--- src/rtl/debug_view_if.sv ---
// Handshake bundle between the debug-display controller and its surroundings:
// raw buttons, auto-rotate level and live data in; mode, data and status out.
interface debug_view_if;
  logic        btn_mode;
  logic        btn_hold;
  logic        auto_en;
  logic [31:0] disp_data_in;
  logic [1:0]  mode;
  logic [31:0] disp_data;
  logic        hold_active;
  logic        mode_step;

  modport master (
    output btn_mode, btn_hold, auto_en, disp_data_in,
    input  mode, disp_data, hold_active, mode_step
  );

  modport slave (
    input  btn_mode, btn_hold, auto_en, disp_data_in,
    output mode, disp_data, hold_active, mode_step
  );
endinterface

--- src/rtl/debug_view_ctrl.sv ---
// Debug display sequencer: debounced mode/hold buttons, 2-bit mode stepping
// (manual or auto-rotate) and a live/frozen snapshot of the CPU debug word.
module debug_view_ctrl #(
  parameter int DEBOUNCE_CYCLES = 16,
  parameter int AUTO_PERIOD     = 32
) (
  input  logic         clk,
  input  logic         rst,
  debug_view_if.slave  dv
);

  localparam int DB_W = $clog2(DEBOUNCE_CYCLES);
  localparam int AP_W = $clog2(AUTO_PERIOD);
  localparam logic [DB_W-1:0] DB_LAST = DB_W'(DEBOUNCE_CYCLES - 1);
  localparam logic [AP_W-1:0] AP_LAST = AP_W'(AUTO_PERIOD - 1);

  localparam logic [0:0] ST_LIVE = 1'b0;
  localparam logic [0:0] ST_HELD = 1'b1;

  // Index 0 is the mode button, index 1 the hold button.
  logic [1:0] btn_raw;
  logic [1:0] press_pulse;

  assign btn_raw = {dv.btn_hold, dv.btn_mode};

  genvar gi;
  generate
    for (gi = 0; gi < 2; gi++) begin : g_btn
      logic            sync1_reg;
      logic            sync2_reg;
      logic            stable_reg;
      logic            press_reg;
      logic [DB_W-1:0] cnt_reg;

      always_ff @(posedge clk or posedge rst) begin
        if (rst) begin
          sync1_reg  <= 1'b0;
          sync2_reg  <= 1'b0;
          stable_reg <= 1'b0;
          press_reg  <= 1'b0;
          cnt_reg    <= '0;
        end else begin
          sync1_reg <= btn_raw[gi];
          sync2_reg <= sync1_reg;
          press_reg <= 1'b0;
          if (sync2_reg == stable_reg) begin
            cnt_reg <= '0;
          end else if (cnt_reg == DB_LAST) begin
            // Only a rising accepted level is a press; release is silent.
            stable_reg <= sync2_reg;
            press_reg  <= sync2_reg;
            cnt_reg    <= '0;
          end else begin
            cnt_reg <= cnt_reg + DB_W'(1);
          end
        end
      end

      assign press_pulse[gi] = press_reg;
    end
  endgenerate

  logic [AP_W-1:0] auto_cnt_reg;
  logic [1:0]      mode_reg;
  logic            mode_step_reg;
  logic            auto_fire;
  logic            step;

  assign auto_fire = dv.auto_en && (auto_cnt_reg == AP_LAST);
  // A press coinciding with auto expiry still yields a single step.
  assign step      = press_pulse[0] || auto_fire;

  always_ff @(posedge clk or posedge rst) begin
    if (rst) begin
      mode_reg      <= 2'b00;
      mode_step_reg <= 1'b0;
      auto_cnt_reg  <= '0;
    end else begin
      mode_step_reg <= step;
      if (step) begin
        mode_reg <= mode_reg + 2'd1;
      end
      if (press_pulse[0] || !dv.auto_en || auto_fire) begin
        auto_cnt_reg <= '0;
      end else begin
        auto_cnt_reg <= auto_cnt_reg + AP_W'(1);
      end
    end
  end

  logic [0:0]  state_reg;
  logic [31:0] disp_reg;

  always_ff @(posedge clk or posedge rst) begin
    if (rst) begin
      state_reg <= ST_LIVE;
      disp_reg  <= '0;
    end else begin
      case (state_reg)
        ST_LIVE: begin
          // The capture edge still loads, so the frozen word is the one
          // present when the press was accepted.
          disp_reg <= dv.disp_data_in;
          if (press_pulse[1]) begin
            state_reg <= ST_HELD;
          end
        end
        ST_HELD: begin
          if (press_pulse[1]) begin
            state_reg <= ST_LIVE;
          end
        end
        default: state_reg <= ST_LIVE;
      endcase
    end
  end

  assign dv.mode        = mode_reg;
  assign dv.mode_step   = mode_step_reg;
  assign dv.disp_data   = disp_reg;
  assign dv.hold_active = (state_reg == ST_HELD);

endmodule
--- src/flat_wrapper.sv ---
// flat-port wrapper written by rule: the top's interface ports become plain ports
module debug_view_ctrl_flat 
#(
  parameter int DEBOUNCE_CYCLES = 16,
  parameter int AUTO_PERIOD     = 32
)
  (clk, rst, dv_btn_mode, dv_btn_hold, dv_auto_en, dv_disp_data_in, dv_mode, dv_disp_data, dv_hold_active, dv_mode_step);
  debug_view_if dv_i ();
  input  logic clk;
  input  logic rst;
  input wire logic [$bits(dv_i.btn_mode)-1:0] dv_btn_mode;
  input wire logic [$bits(dv_i.btn_hold)-1:0] dv_btn_hold;
  input wire logic [$bits(dv_i.auto_en)-1:0] dv_auto_en;
  input wire logic [$bits(dv_i.disp_data_in)-1:0] dv_disp_data_in;
  output wire logic [$bits(dv_i.mode)-1:0] dv_mode;
  output wire logic [$bits(dv_i.disp_data)-1:0] dv_disp_data;
  output wire logic [$bits(dv_i.hold_active)-1:0] dv_hold_active;
  output wire logic [$bits(dv_i.mode_step)-1:0] dv_mode_step;
  assign dv_i.btn_mode = dv_btn_mode;
  assign dv_i.btn_hold = dv_btn_hold;
  assign dv_i.auto_en = dv_auto_en;
  assign dv_i.disp_data_in = dv_disp_data_in;
  assign dv_mode = dv_i.mode;
  assign dv_disp_data = dv_i.disp_data;
  assign dv_hold_active = dv_i.hold_active;
  assign dv_mode_step = dv_i.mode_step;
  debug_view_ctrl #(.DEBOUNCE_CYCLES(DEBOUNCE_CYCLES), .AUTO_PERIOD(AUTO_PERIOD)) u_core (.clk(clk), .rst(rst), .dv(dv_i));
endmodule
--- config.mk ---
export PLATFORM = sky130hd
export DESIGN_NAME = debug_view_ctrl_flat
export DESIGN_NICKNAME = d
export VERILOG_FILES = /design/src/rtl/debug_view_if.sv /design/src/rtl/debug_view_ctrl.sv /design/src/flat_wrapper.sv
export SDC_FILE = /design/constraint.sdc
export NUM_CORES = 1
export LEC_CHECK = 0
export CAP_MARGIN = 10
export CELL_PAD_IN_SITES_DETAIL_PLACEMENT = 0
export CELL_PAD_IN_SITES_GLOBAL_PLACEMENT = 1
export CORE_ASPECT_RATIO = 0.8
export CORE_MARGIN = 2
export CORE_UTILIZATION = 33
export DETAILED_ROUTE_END_ITERATION = 7
export PLACE_DENSITY = 0.78
export SKIP_LAST_GASP = 1
export SLEW_MARGIN = 40
export SYNTH_ARGS = -nofsm -noshare
export SYNTH_HDL_FRONTEND = slang
export SYNTH_SLANG_ARGS = --single-unit
--- constraint.sdc ---
create_clock -name clk -period 1.5 [get_ports clk]
set_clock_uncertainty 0.05 [all_clocks]
set_input_delay 0.15 -clock clk [delete_from_list [all_inputs] [get_ports clk]]
set_output_delay 0.15 -clock clk [all_outputs]
set_load 0.01 [all_outputs]
==> impl_metrics.py <==
metrics = {
    "critical_path": {
        "cpPeakStageDelay_ns": 0.40,
        "cp_cell_sequence": "ha_2, and3_4, ha_2, a21o_1, nand2_1, xnor2_1",
        "critPathTopFamily": "flip-flops",
        "startpoint": "u_core.auto_cnt_reg[0]",
        "cpMaxStageDelayCell": "dfrtp_1",
        "worstSetupEndpointType": "flip-flop",
        "critPathMaxFanout": 3,
        "cp_common_cell": "ha_2",
        "critPathBufInv": 0,
        "start_kind": "flip-flop",
        "arrival_ns": 1.65,
        "worst-endpoint-required_ns": 1.70,
        "critical_path_class": "flip-flop to flip-flop",
        "r2r_start": "u_core.auto_cnt_reg[0]",
    },
    "clock_network": {
        "cts_tree": "built",
        "path_clk_slew_ns": 0.07,
        "holdBufCountCts": 0,
        "htreeDepth": 3,
        "numClockSinks": 57,
        "cts_root_buf": "clkbuf_8",
        "clockBufferDepth": 2,
        "cts_made_buffers": 9,
        "worst_skew_pair.late_latency_ns": 0.32,
    },
    "synthesis": {
        "yosys-top-cells-area": "dfrtp_1 62%, mux2_4 19%, buf_12 2.6%",
        "synthesis.area_um2": 2290,
        "synth_top_cell_by_area": "dfrtp_1",
        "synthCells": 140,
        "synth-seq-cells": 57,
        "ys_types": 20,
        "syn_area_per_cell_um2": 16.4,
        "yosys_warnings": 0,
        "synth_fp_nets": 181,
        "synth_seq_area_share_pct": 62.2,
        "synth_top_area_share_pct": 62.2,
    },
    "drt": {
        "vias_per_cell": 4.32,
        "dr.first_iter.drc_count": 33,
        "drc": 0,
        "ant_nets": 0,
        "vias": 1371,
        "drt_pass1_iterations": 4,
        "wire_per_inst_um": 13.0,
        "wl_mm": 4.11,
    },
    "power_and_ir_drop": {
        "leakagePower_nw": 1.52,
        "p_int_mw": 2.83,
        "power.density_nw_per_um2": 1060,
        "switching_power_mw": 0.750,
        "sw_frac_of_total_pct": 21.0,
        "clock_power_share_pct": 43.8,
        "peakVddDrop_mv": 0.418,
        "power.total_mw": 3.58,
        "pwr-share-seq_pct": 46.2,
        "pwr-share-comb_pct": 10.0,
    },
    "layout": {
        "fin_nets": 266,
        "multi_input_area_um2": 797,
        "diodes": 0,
        "mostFrequentLayoutCells": "70 x clkdlybuf4s50_1, 56 x dfrtp_1, 29 x mux2_4, 10 x clkbuf_8, 6 x xnor2_1",
        "filler_cell_count": 589,
        "regArea_um2": 1430,
        "area_growth_pct": 46.7,
        "largest_reg_flops": 32,
        "stdcell_count": 317,
        "final_common_cell": "clkdlybuf4s50_1",
        "drive_above_1_share_pct": 26.5,
    },
    "die": {
        "io-pin-count": 73,
        "core_um2": 6790,
        "std_cell_rows": 27,
        "die_h_um": 78.6,
        "initial_core_util_pct": 33.8,
        "die-area_um2": 7640,
        "die_w_um": 97.2,
    },
    "sta": {
        "min_period_ns": 1.45,
        "min_period_over_period_pct": 96.4,
        "maxSlewViolCount": 0,
        "hold_viol": 0,
        "max_freq_mhz": 691,
        "hold-worst-slack_ns": 0.182,
        "worst_pin_slew_ns": 0.383,
        "relSlewSlack_pct": 74.3,
        "setup_viol": 0,
    },
    "global_route": {
        "grt_pass1_wl_mm": 6.82,
        "antenna_found_initial": 0,
        "grt_overflow_total": 0,
        "grt_pass1_vias": 1428,
        "grt_util_all_layers_pct": 11.6,
        "grt_start_max_net_pins": 58,
    },
    "place": {
        "io_buffers": 72,
        "post-dp-hpwl_mm": 2.77,
        "place_inst": 300,
        "place_congestion": 0.687,
    },
    "hold_path": {
        "hold_path.class": "primary input to async pin",
    },
    "run": {
        "max-cap-violations": 0,
    },
    "outcome": {
        "status": "finished, final reports clean",
    },
}
## per-stage QoR
step | util (%) | instance area, um2 | TNS (ns) | worst slack (ns)
after floorplan | - | 2300 | 0 | 0.0529
after global placement | 45.9 | 3120 | 0 | 0.0476
after detailed placement | 45.9 | 3120 | -0.00769 | -0.00769
after CTS | 49.2 | 3340 | 0 | 0.00351
after global routing | 49.5 | 3360 | -0.00342 | -0.00342
final | 49.5 | 3360 | 0 | 0.0536
## area by class of cell
type                    instances  share of cell area, %
multi-input cells              76                   23.7
well taps                      87                   3.24
clock inverters                 5                   2.34
clock buffers                  11                   4.20
inverters                       3                  0.446
repair buffers                 78                   23.7
flip-flops and latches         57                   42.4
## Yosys cell counts, drive strengths merged
library cell,n
mux2,34
nor3b,2
inv,3
xor2,3
a311oi,2
xnor2,6
nand3,3
a21oi,4
ha,4
and3,3
dfrtp,57
nand4b,2
nor2b,2
nand2,2
buf,4
a21o,1
nor2,6
o21ai,2
## layer usage
layer  global-route usage (%)  up-vias  wire length, um
li1                         -      657                -
met2                     16.8       50             1820
met3                     3.83        4              287
met1                     14.8      660             1950
met4                     7.61        0               59
met5                        0        -                0
## worst register-to-register path, delay by kind of cell (launching register included)
| family | cells | cell delay, ns |
|---|---|---|
| flops | 1 | 0.40 |
| fa+ha+maj | 2 | 0.36 |
| simple gates | 2 | 0.25 |
| compound gates | 1 | 0.21 |
| xor+xnor | 1 | 0.11 |
## logic make-up (layout without fill, tap and decap cells)
logic type,count (synthesis),after routing,synth area share (%)
adder cells (fa/ha/maj),4,4,2.18
AND/OR/NAND/NOR,20,20,4.75
buffers and inverters,7,97,3.60
XOR/XNOR,9,9,3.44
multiplexers,34,34,21.4
AO/OA/AOI/OAI,9,9,2.40
flip-flops,57,57,62.2
## worst paths after layout
path / endpoint / slack (ns) / depth (start not counted)
max in group asynchronous: u_core.dv.hold_active / 0.94 / 3
worst max register to register: u_core.dv.mode[1] / 0.05 / 6
worst min-delay path: u_core.dv.mode_step / 0.18 / 3
worst min register to register: u_core.g_btn[1].sync2_reg / 0.30 / 0
min in group clk: u_core.g_btn[1].sync1_reg / 0.22 / 1
worst max-delay path: u_core.dv.mode[1] / 0.05 / 6
## power by group through the flow
stage	combinational, mW	clock (mW)	sequential [mW]
finish	0.359	1.57	1.65
CTS	0.366	1.61	1.65
detailed placement	0.364	0	1.68
global placement	0.359	0	1.68
global route	0.390	1.69	1.66
floorplan	0.123	0	1.69
## timing repair
action                     CTS  global route
buffers inserted             0             1
pin swaps                    1             4
hold endpoints to repair     0             0
setup endpoints to repair    1             9
resized for setup            0             6
No activity file was read; power rests on OpenSTA's default activity.
